<file path="config.mk">
export PLATFORM = sky130hd
export DESIGN_NAME = rr_arb_mux
export DESIGN_NICKNAME = d
export VERILOG_FILES = /design/src/rtl/rr_arb_mux.sv
export SDC_FILE = /design/constraint.sdc
export NUM_CORES = 1
export LEC_CHECK = 0
export BUFFER_PORTS_ARGS = -buffer_cell sky130_fd_sc_hd__buf_2
export CORE_MARGIN = 5
export CORE_UTILIZATION = 41
export CTS_CLUSTER_DIAMETER = 150
export CTS_CLUSTER_SIZE = 24
export DETAILED_ROUTE_END_ITERATION = 7
export PLACE_DENSITY_LB_ADDON = 0.05
export SYNTH_ARGS = -nofsm -noshare
export SYNTH_HDL_FRONTEND = slang
export SYNTH_SLANG_ARGS = --single-unit
</file>
<file path="constraint.sdc">
create_clock -name clk -period 4.2 [get_ports clk]
set_input_delay 1.05 -clock clk [delete_from_list [all_inputs] [get_ports clk]]
set_output_delay 1.05 -clock clk [all_outputs]
set_load 0.03 [all_outputs]
</file>
<file path="src/rtl/rr_arb_mux.sv">
// rr_arb_mux
//   Round-robin N-to-1 valid/ready arbiter with packet locking and a single
//   registered output stage. One beat is accepted per cycle; once a port wins
//   with a non-final beat, the grant stays on that port until its s_last beat
//   is accepted. The winning beat is registered together with its port index.
//
// Ports
//   clk      : clock, all logic on posedge
//   rst      : synchronous, active-high reset
//   s_valid  : per-port beat valid              [N_PORTS-1:0]
//   s_data   : per-port payload                 [N_PORTS-1:0][WIDTH-1:0]
//   s_last   : per-port end-of-packet flag      [N_PORTS-1:0]
//   s_ready  : per-port accept (one-hot or zero) [N_PORTS-1:0]
//   m_valid  : output beat valid
//   m_data   : output payload                   [WIDTH-1:0]
//   m_last   : output end-of-packet
//   m_port   : source port of the output beat   [LOG_N-1:0]
//   m_ready  : downstream accept

module rr_arb_mux #(
    parameter int LOG_N   = 2,
    parameter int N_PORTS = 1 << LOG_N,
    parameter int WIDTH   = 32
) (
    input  logic                            clk,
    input  logic                            rst,
    input  logic [N_PORTS-1:0]              s_valid,
    input  logic [N_PORTS-1:0][WIDTH-1:0]   s_data,
    input  logic [N_PORTS-1:0]              s_last,
    output logic [N_PORTS-1:0]              s_ready,
    output logic                            m_valid,
    output logic [WIDTH-1:0]                m_data,
    output logic                            m_last,
    output logic [LOG_N-1:0]                m_port,
    input  logic                            m_ready
);

    localparam int unsigned NP = N_PORTS;

    if (N_PORTS > (1 << LOG_N)) begin : g_bad_cfg
        $error("rr_arb_mux: N_PORTS must not exceed 1<<LOG_N");
    end

    typedef enum logic {
        ST_IDLE,
        ST_LOCKED
    } state_t;

    state_t             r_state;
    logic [LOG_N-1:0]   r_lock_port;
    logic [LOG_N-1:0]   r_last_sel;

    logic               r_m_valid;
    logic [WIDTH-1:0]   r_m_data;
    logic               r_m_last;
    logic [LOG_N-1:0]   r_m_port;

    logic               w_load;
    logic               w_grant_valid;
    logic [LOG_N-1:0]   w_grant;
    logic               w_accept;
    int unsigned        w_idx;

    assign m_valid = r_m_valid;
    assign m_data  = r_m_data;
    assign m_last  = r_m_last;
    assign m_port  = r_m_port;

    // Output register can take a new beat when empty or being drained.
    assign w_load = ~r_m_valid | m_ready;

    // Grant selection. While locked only the locked port is considered, even
    // if it is momentarily idle. Otherwise scan upward from the port after the
    // last completed packet, wrapping at N_PORTS. The sum last_sel+1+k never
    // reaches 2*N_PORTS, so one conditional subtract is enough to wrap.
    always_comb begin
        w_grant_valid = 1'b0;
        w_grant       = '0;
        w_idx         = 0;
        if (r_state == ST_LOCKED) begin
            if (s_valid[r_lock_port]) begin
                w_grant_valid = 1'b1;
                w_grant       = r_lock_port;
            end
        end else begin
            for (int unsigned k = 0; k < NP; k++) begin
                w_idx = 32'(r_last_sel) + 32'd1 + k;
                if (w_idx >= NP) begin
                    w_idx = w_idx - NP;
                end
                if (!w_grant_valid && s_valid[w_idx[LOG_N-1:0]]) begin
                    w_grant_valid = 1'b1;
                    w_grant       = w_idx[LOG_N-1:0];
                end
            end
        end
    end

    // A grant always refers to a valid port, so load & grant is an accept.
    assign w_accept = w_load & w_grant_valid & ~rst;

    always_comb begin
        s_ready = '0;
        for (int unsigned p = 0; p < NP; p++) begin
            s_ready[p] = w_accept & (w_grant == LOG_N'(p));
        end
    end

    always_ff @(posedge clk) begin
        if (rst) begin
            r_state     <= ST_IDLE;
            r_lock_port <= '0;
            r_last_sel  <= LOG_N'(N_PORTS - 1);
            r_m_valid   <= 1'b0;
            r_m_data    <= '0;
            r_m_last    <= 1'b0;
            r_m_port    <= '0;
        end else begin
            if (w_load) begin
                r_m_valid <= w_accept;
                if (w_accept) begin
                    r_m_data <= s_data[w_grant];
                    r_m_last <= s_last[w_grant];
                    r_m_port <= w_grant;
                end
            end
            if (w_accept) begin
                if (s_last[w_grant]) begin
                    // Fairness advances only at packet boundaries.
                    r_state    <= ST_IDLE;
                    r_last_sel <= w_grant;
                end else if (r_state == ST_IDLE) begin
                    r_state     <= ST_LOCKED;
                    r_lock_port <= w_grant;
                end
            end
        end
    end

    a_ready_onehot: assert property (@(posedge clk) disable iff (rst)
        $onehot0(s_ready));

    a_out_hold: assert property (@(posedge clk) disable iff (rst)
        (r_m_valid && !m_ready) |=>
            ($stable(r_m_data) && $stable(r_m_last) && $stable(r_m_port)));

endmodule

</file>
==> results of run 1 <==
registers in the layout, summed over array words and instances, names as in the netlist:
signal,cells
m_port,2
m_valid,1
m_data,32
r_state,1
r_lock_port,2
r_last_sel,2
m_last,1
metal layers:
layer	vias to the layer above	global-route usage [%]	part of all wire [%]	wire [um]
li1	1599	-	-	-
met1	1385	25.6	39	3530
met2	124	37.9	49	4360
met3	9	7.64	11	967
met4	0	5.77	1.1	102
met5	-	0	0	0
Yosys cell counts (3+ instances only):
cell type / n / area share (%)
nor2_1: 12 / 1.8
buf_2: 6 / 1.2
a21oi_1: 67 / 13
and2_1: 3 / 0.74
a211o_1: 32 / 11
nand2b_1: 6 / 1.5
clkbuf_1: 19 / 2.8
nor2b_1: 4 / 0.99
nand2_1: 129 / 19
o211ai_1: 3 / 0.89
mux2i_1: 4 / 1.6
dfxtp_1: 41 / 33
inv_1: 3 / 0.45
cells by family (layout without fill, tap and decap cells):
logic type,count (synthesis),after routing
simple gates,164,164
compound gates,123,123
flops,41,41
buf+inv,30,197
mux,6,6
power groups by stage:
stage	clock network, mW	registers (mW)	logic (mW)
2_1_floorplan	0	1.03	0.733
3_3_place_gp	0	0.696	1.48
3_5_place_dp	0	0.703	1.49
4_1_cts	0.257	0.696	1.50
5_1_grt	0.282	0.724	1.62
6_report	0.250	0.698	1.49
critical path, stage by stage:
cell and delay (ns):
buf_2 0.14, or3b_1 0.37, a2111oi_2 0.39, a311oi_2 0.10
or3_1 0.42, nor2_1 0.10, buf_2 0.20
cell type report:
| cell class | count | area share, % |
|---|---|---|
| flip-flops and latches | 41 | 23.2 |
| multi-input cells | 293 | 44.7 |
| well taps | 75 | 2.65 |
| inverters | 3 | 0.318 |
| clock buffers | 8 | 2.26 |
| repair buffers | 186 | 26.9 |
metrics by stage:
stage	setup WS [ns]	power (mW)	instance area [um2]
5_1_grt	0.238	2.62	3540
3_3_place_gp	0.380	2.17	3460
6_report	0.363	2.43	3540
2_1_floorplan	0.145	1.76	2520
3_5_place_dp	0.369	2.20	3460
4_1_cts	0.359	2.45	3540
final timing paths:
check	to	slack, ns	cells after the start
hold reg to reg	m_data[8]	0.46	1
setup reg to reg	r_lock_port[0]	1.14	7
hold / removal	m_data[8]	0.46	1
setup / recovery	s_ready[1]	0.36	7
==> summary.txt, run 1 <==
Global route
  – Total GRT Usage: between 20 and 25%
  – Initial antenna violation count: 0
  – First-pass GRT wire length: 13.6 mm
  – Vias in the first global route: about 2900
  – Largest net degree at the start of global routing: between 50 and 60
  – Grt ovf: 0

Timing
  – Relative slew slack: 53.1%
  – Period utilization: 91.4%
  – Unrepaired setup endpoints after global routing: no
  – Slew @ Worst Pin: 0.698 ns
  – Worst Hold Slack: 0.460 ns
  – # setup viols final: 0
  – Setup TNS: 0 ns
  – Final hold vios: 0
  – Tmin final: 3.84 ns
  – Max Freq: 0.261 GHz
  – Final Skew: between 0.007 and 0.008 ns
  – Final Max Tran Viols: 0

Logic synthesis
  – Number of flops mapped to enable cells by yosys: 0
  – Adder-Cell Fraction of Synth Area: 0%
  – Register bit total from synthesis: 41
  – Syn avg cell area: around 7 um2
  – Mux contribution to synthesized area: 2.48%
  – Ys flop type: dfxtp_1
  – Syn Nets: 503
  – Sequential share of the synthesized area: 32.5%
  – Synthesized instance count: 364
  – Simple-gate portion of the synthesized area: between 20 and 30%
  – Post-synth cell types: 42
  – Ys async rst share: 0%
  – Synth Area in Compound Gates: 33.1%
  – Syn. warnings: 0
  – Post-Syn Area: 2520 um2
  – Largest family of logic cells by synthesized area: compound AO/OA/AOI/OAI gates
  – Xor and xnor area share after synthesis: 0%

Route
  – Vias: 3117
  – ANT nets after route: 0
  – Via-per-instance ratio: 5.14
  – Drt pass-1 iters: 4
  – WL final: about 9.0 mm
  – # DRC: 0
  – Initial DRC Count: 136
  – Drt wl/cell: 14.8 um

Finish
  – Final nets: about 670
  – Multi-input combinational cell area: approximately 1600 um2
  – Register area: 821 um2
  – Area Overhead vs Synth: 40.2%
  – Commonest non-fill, non-tap cell in the layout: buf_2
  – Layout cell share with drive strength beyond 1: 37.7%
  – Non-Filler Instances: 606
  – Commonest non-fill, non-tap cells in the layout: buf_2, nand2_1, a21oi_1, dfxtp_1, a211o_1
  – N_diodes: 0
  – Core Util, Final: 59.5%
  – Number of fill cells: 600

Pwr
  – Flop pwr share: 28.7%
  – PwrDens: about 690 nW/um2
  – Worst VDD drop: between 0.4 and 0.5 mV
  – Pint: 1.20 mW
  – Combinational power share: 61.1%
  – Clk pwr share: 10.3%
  – Lkg Pwr: 1.99 nW
  – Switching portion of total power: 50.8%
  – Psw: 1.24 mW

Clock tree
  – CTS tree: built
  – Root buf cell: clkbuf_8
  – CTS Hold Buffers Added: 0
  – H-tree depth: 2
  – Longest Clk Path Bufs: 2
  – Clock-pin transition on the worst setup and hold timing paths: 0.07 ns
  – Post-CTS Setup Repair Bufs: 0
  – Worst skew pair latency: 0.29 ns
  – Clk sink count: 41
  – Post_cts resized: 0
  – CTS Buf Count: 5

Outcome
  – Status: complete, no violations

Placement
  – Port Buffers: 178
  – Placer Congestion: 0.882
  – Hpwl dp: 6.73 mm
  – Placed Cells incl. Taps: ~600

Hold path
  – Hold_sp: m_data[8]
  – Hold WC Path Type: register to register

Setup path
  – CP Launch Point: s_valid[1]
  – Startpoint type of the worst setup path: primary input
  – WP data required: 3.15 ns
  – Worst EP arrival: between 2 and 3 ns
  – CP Class: primary input to output pin
  – CP Max Fanout: 9
  – RR Startpoint: r_lock_port[0]
  – Crit. End Element: output pin

Floorplanning
  – Die width: 88.5 um
  – Core Region: 5960 um2
  – Die Footprint: 7830 um2
  – Die height: 88.5 um
  – Cell Rows: 28
  – Ports: approximately 180
  – Initial Util: 42.4%

Job
  – Max-Cap Viols: 0
No activity file was read; power rests on OpenSTA's default activity.
==> run 2: changes to the inputs <==
- CORE_MARGIN: 5 -> 2
==> summary.txt, run 2 (synthesized netlist as in run 1, its figures left out) <==
Setup path
  – CP Class: primary input to output pin
  – RR Startpoint: r_lock_port[0]
  – Slowest-stage cell, CP: or3_1
  – CP Max Fanout: 9 (unchanged)
  – WP data required: 3.15 ns (about the same)
  – Buffer and inverter count on the worst path: 2 (unchanged)
  – Crit path cell chain: buf_2 > or3b_1 > a2111oi_2 > a311oi_2 > or3_1 > nor2_1 > buf_2
  – Worst EP arrival: 2.84 ns (+0.05 ns)
  – CP most frequent cell: buf_2
  – Worst reg-to-reg setup slack: 1.12 ns (-0.02 ns)
  – CP peak stage delay: 0.44 ns (+0.02 ns)
  – Reg-to-Reg End: r_lock_port[0]
  – Worst R2R Path Depth: 7 (unchanged)
  – Crit. End Element: output pin
  – Startpoint type of the worst setup path: primary input
  – Crit path max-delay family: simple AND/OR/NAND/NOR gates

Floorplanning
  – Die width: 82.5 um (-6.8%)
  – Cell Rows: 28 (unchanged)
  – Core Region: 5920 um2 (-0.59%)
  – Die height: 82.5 um (-6.8%)
  – Initial Util: 42.6% (+0.25 points)
  – Ports: 179 (unchanged)
  – Die Footprint: 6800 um2 (-13%)

Finish
  – Area Overhead vs Synth: 42.7%
  – N_diodes: 0 (unchanged)
  – Commonest non-fill, non-tap cells in the layout: buf_2, nand2_1, a21oi_1, dfxtp_1, a211o_1
  – Finished Cell Area: 3600 um2 (+1.8%)
  – Core Util, Final: 60.9% (+1.4 points)
  – Final nets: 672 (+0.45%)
  – Number of fill cells: 582 (-3.0%)
  – Commonest non-fill, non-tap cell in the layout: buf_2
  – Max reg flops: 32 (unchanged)
  – Layout cell share with drive strength beyond 1: 38.6% (+0.91 points)

Clock tree
  – CTS Hold Buffers Added: 0 (unchanged)
  – H-tree depth: 2 (unchanged)
  – Root buf cell: clkbuf_8
  – Post-CTS Setup Repair Bufs: 0 (unchanged)
  – Worst skew pair latency: 0.29 ns (about the same)
  – Longest Clk Path Bufs: 2 (unchanged)
  – Post_cts resized: 0 (unchanged)
  – Clock-pin transition on the worst setup and hold timing paths: 0.08 ns (about the same)
  – CTS tree: built
  – Clk sink count: 41 (unchanged)
  – CTS Buf Count: 5 (unchanged)

Global route
  – GR Layer Usage met1: 28.6% (+3.0 points)
  – Vias in the first global route: 2742 (-7.0%)
  – Met2 GRT Util: 39.6% (+1.7 points)
  – Busiest grt layer: met2
  – Total GRT Usage: 23.4% (+1.6 points)
  – First-pass GRT wire length: 12.4 mm (-9.2%)
  – Grt ovf: 0 (unchanged)
  – Met3 Resource Use GR: 7.17% (-0.46 points)
  – Initial antenna violation count: 0 (unchanged)
  – Largest net degree at the start of global routing: 43 (-26%)

Pwr
  – Flop pwr share: 27.7% (-1.0 points)
  – Pint: 1.28 mW (+7.3%)
  – Psw: 1.24 mW (+0.37%)
  – Worst VDD drop: 0.468 mV (+3.6%)
  – Clk pwr share: 13.2% (+2.9 points)
  – Switching portion of total power: 49.2% (-1.7 points)
  – Combinational power share: 59.1% (-2.0 points)
  – Lkg Pwr: 2.02 nW (+1.6%)
  – PwrDens: 701 nW/um2 (+2.0%)

Hold path
  – Hold depth: 1 (unchanged)
  – Hold_sp: m_data[5]
  – WHS Endpoint: m_data[5]
  – Hold WC Path Type: register to register

Timing
  – Final hold vios: 0 (unchanged)
  – Final Skew: 0.00464 ns (-0.00240 ns)
  – Slew @ Worst Pin: 0.655 ns (-0.0427 ns)
  – Worst Hold Slack: 0.460 ns (+0.000270 ns)
  – Relative slew slack: 55.9% (+2.9 points)
  – Max Freq: 0.257 GHz (-1.5%)
  – Tmin final: 3.89 ns (+0.0566 ns)
  – Setup TNS: 0 ns (unchanged)
  – Final Max Tran Viols: 0 (unchanged)
  – Unrepaired setup endpoints after global routing: no
  – # setup viols final: 0 (unchanged)
  – Period utilization: 92.7% (+1.3 points)

Route
  – Drt pass-1 iters: 4 (unchanged)
  – Via-per-instance ratio: 5.21 (+1.3%)
  – Initial DRC Count: 230 (+69%)
  – ANT nets after route: 0 (unchanged)
  – Drt wl/cell: 13.7 um (-7.7%)
  – # DRC: 0 (unchanged)
  – WL final: 8.32 mm (-7.2%)
  – Vias: 3172 (+1.8%)

Placement
  – Port Buffers: 178 (unchanged)
  – Hpwl dp: 6.21 mm (-7.7%)
  – Placed cell area: 3480 um2 (+0.65%)
  – Placer Congestion: 0.861 (-2.4%)

Job
  – Max-Cap Viols: 0 (unchanged)

Outcome
  – Status: complete, no violations
## run 2: cell count changes in the layout (fill, tap and decap cells not counted)
cell | previous run | this run
clkbuf_8 | 5 | 6
clkbuf_1 | 3 | 0
clkinvlp_4 | 0 | 1
buf_4 | 8 | 11
bufinv_16 | 0 | 1
## run 2: area by class of cell
class                           count  area [um2]  share of cell area, %
Clock inverter                      2        37.5                   1.04
Sequential cell                    41         821                   22.8
Clock buffer                        6        82.6                   2.29
Tap cell                           75        93.8                   2.60
Inverter                            3        11.3                  0.312
Timing Repair Buffer              189         973                   27.0
Multi-Input combinational cell    293        1580                   44.0
## run 2: power groups by stage
stage | registers, mW | logic (mW) | clock network [mW]
after CTS | 0.700 | 1.50 | 0.344
after global placement | 0.698 | 1.49 | 0
final | 0.700 | 1.49 | 0.332
after floorplan | 1.03 | 0.733 | 0
after global routing | 0.724 | 1.62 | 0.367
after detailed placement | 0.706 | 1.50 | 0
## run 2: metal layers
metal	part of all wire (%)	wire length, um
met2	48	3950
met3	9.3	773
met4	1.5	121
met1	42	3470
met5	0	0
## run 2: worst max path at each step
stage / slack [ns] / depth (start not counted) / start / to
2_1_floorplan: 0.14 / 7 / s_valid[1] / s_ready[0]
3_5_place_dp: 0.31 / 7 / s_valid[1] / s_ready[0]
4_1_cts: 0.30 / 7 / s_valid[1] / s_ready[0]
5_1_grt: 0.18 / 7 / s_valid[1] / s_ready[0]
6_report: 0.31 / 7 / s_valid[1] / s_ready[0]
3_3_place_gp: 0.34 / 7 / s_valid[1] / s_ready[1]
## run 2: through the flow
step	power, mW	setup WS, ns	cells
floorplan	1.76	0.145	364
global placement	2.19	0.337	601
detailed placement	2.20	0.307	601
CTS	2.54	0.300	609
global route	2.71	0.176	609
finish	2.53	0.306	609
==> run 3: changes to the inputs <==
- RECOVER_POWER: default -> 100
==> summary.txt, run 3 (synthesized netlist as in run 1, its figures left out) <==
Global route
  – First-pass GRT wire length: 12.4 mm (unchanged)
  – Grt ovf: 0 (unchanged)
  – Initial antenna violation count: 0 (unchanged)
  – Total GRT Usage: 23.4% (unchanged)
  – Vias in the first global route: 2742 (unchanged)
  – Largest net degree at the start of global routing: 43 (unchanged)

Placement
  – Pre-CTS WS: 0.307 ns (unchanged)
  – Hpwl dp: 6.21 mm (unchanged)
  – Placed Cells incl. Taps: 601 (unchanged)
  – Placer Congestion: 0.861 (unchanged)
  – Placed cell area: 3480 um2 (unchanged)
  – Port Buffers: 178 (unchanged)

Timing
  – # setup viols final: 0 (unchanged)
  – Setup TNS: 0 ns (unchanged)
  – Final hold vios: 0 (unchanged)
  – Period utilization: 94.4% (+1.7 points)
  – Final Skew: 0.00256 ns (-0.00208 ns)
  – Worst Slack Setup Final: 0.236 ns (-0.0705 ns)
  – Final Max Tran Viols: 0 (unchanged)
  – Slew @ Worst Pin: 0.811 ns (+0.156 ns)
  – Unrepaired setup endpoints after global routing: no
  – Tmin final: 3.96 ns (+0.0705 ns)
  – Max Freq: 0.252 GHz (-1.8%)
  – Relative slew slack: 46.0% (-10 points)
  – Worst Hold Slack: 0.465 ns (+0.00514 ns)

Route
  – # DRC: 0 (unchanged)
  – Initial DRC Count: 199 (-13%)
  – WL final: 8.31 mm (-0.14%)
  – Vias: 3202 (+0.95%)
  – Drt wl/cell: 13.6 um (-0.14%)
  – Drt pass-1 iters: 4 (unchanged)
  – ANT nets after route: 0 (unchanged)
  – Via-per-instance ratio: 5.26 (+0.95%)

Finish
  – Final nets: 672 (unchanged)
  – Area Overhead vs Synth: 40.4%
  – Commonest non-fill, non-tap cells in the layout: buf_2, nand2_1, a21oi_1, dfxtp_1, clkbuf_1
  – Non-Filler Instances: 609 (unchanged)
  – Multi-input combinational cell area: 1580 um2 (-0.24%)
  – N_diodes: 0 (unchanged)
  – Layout cell share with drive strength beyond 1: 31.3% (-7.3 points)
  – Register area: 821 um2 (unchanged)
  – Finished Cell Area: 3540 um2 (-1.6%)
  – Number of fill cells: 602 (+3.4%)
  – Core Util, Final: 59.9% (-0.99 points)
  – Commonest non-fill, non-tap cell in the layout: buf_2
  – Max reg flops: 32 (unchanged)

Outcome
  – Status: complete, no violations

Setup path
  – Worst EP arrival: 2.91 ns (+0.07 ns)
  – CP Class: primary input to output pin
  – CP Max Fanout: 9 (unchanged)
  – Worst R2R Path Depth: 7 (unchanged)
  – Startpoint type of the worst setup path: primary input
  – WP data required: 3.15 ns (about the same)
  – Crit. End Element: output pin

Pwr
  – Switching portion of total power: 50.3% (+1.1 points)
  – PwrDens: 697 nW/um2 (-0.60%)
  – Psw: 1.24 mW (about the same)
  – Combinational power share: 57.9% (-1.2 points)
  – Pint: 1.23 mW (-4.4%)
  – Clk pwr share: 13.5% (+0.3 points)
  – Lkg Pwr: 1.88 nW (-7.2%)
  – Flop pwr share: 28.6% (+0.9 points)
  – Worst VDD drop: 0.427 mV (-8.7%)
  – Design Power: 2.47 mW (-2.2%)

Clock tree
  – Worst skew pair latency: 0.29 ns (about the same)
  – H-tree depth: 2 (unchanged)
  – CTS Buf Count: 5 (unchanged)
  – Post-CTS Setup Repair Bufs: 0 (unchanged)
  – Clock-pin transition on the worst setup and hold timing paths: 0.08 ns (about the same)
  – Post_cts resized: 0 (unchanged)
  – Clk sink count: 41 (unchanged)
  – CTS tree: built
  – Root buf cell: clkbuf_8
  – CTS Hold Buffers Added: 0 (unchanged)
  – Longest Clk Path Bufs: 2 (unchanged)

Floorplanning
  – Initial Util: 42.6% (unchanged)
  – Die Footprint: 6800 um2 (unchanged)
  – Die width: 82.5 um (unchanged)
  – Ports: 179 (unchanged)
  – Die height: 82.5 um (unchanged)
  – Core Region: 5920 um2 (unchanged)
  – Cell Rows: 28 (unchanged)

Job
  – Max-Cap Viols: 0 (unchanged)

Hold path
  – Hold WC Path Type: register to register
  – Hold depth: 1 (unchanged)
[run 3: cell types whose count changed in the layout (fill, tap and decap cells not counted)]
cell,delta
o21ai_2,-1
clkbuf_1,+38
buf_2,-39
buf_4,-3
clkbuf_2,+4
o21ai_0,+1
[run 3: power groups by stage]
stage                     registers, mW  logic (mW)  clock network, mW
final                             0.705        1.43              0.333
after CTS                         0.700        1.50              0.344
after global placement            0.698        1.49                  0
after detailed placement          0.706        1.50                  0
after floorplan                    1.03       0.733                  0
after global routing              0.730        1.56              0.367
[run 3: cell type report]
class	instances	share of cell area, %
clock inverters	2	1.06
clock buffers	6	2.33
flip-flops and latches	41	23.2
repair buffers	189	25.9
inverters	3	0.318
multi-input cells	293	44.6
well taps	75	2.65
[run 3: path summary, 6_finish.rpt]
path / slack (ns) / end / start
max: 0.24 / s_ready[2] / s_valid[1]
min: 0.46 / m_data[5] / m_data[5]
max reg2reg: 0.88 / r_lock_port[0] / r_lock_port[0]
min reg2reg: 0.46 / m_data[5] / m_data[5]
[run 3: layer usage]
metal  routed length, um  GRT usage (%)  vias to the layer above
met5                   0              0                        -
met4                  89           6.50                        0
met3                 803           7.17                        8
met2                4030           39.6                      161
met1                3380           28.6                     1425
li1                    -              -                     1608
[run 3: worst max-delay path, cell delays in order]
cell and delay, ns:
clkbuf_1 0.17, or3b_1 0.39, a2111oi_2 0.42, a311oi_2 0.10, buf_4 0.18, o21ai_1 0.32
nor2_1 0.09, buf_2 0.19
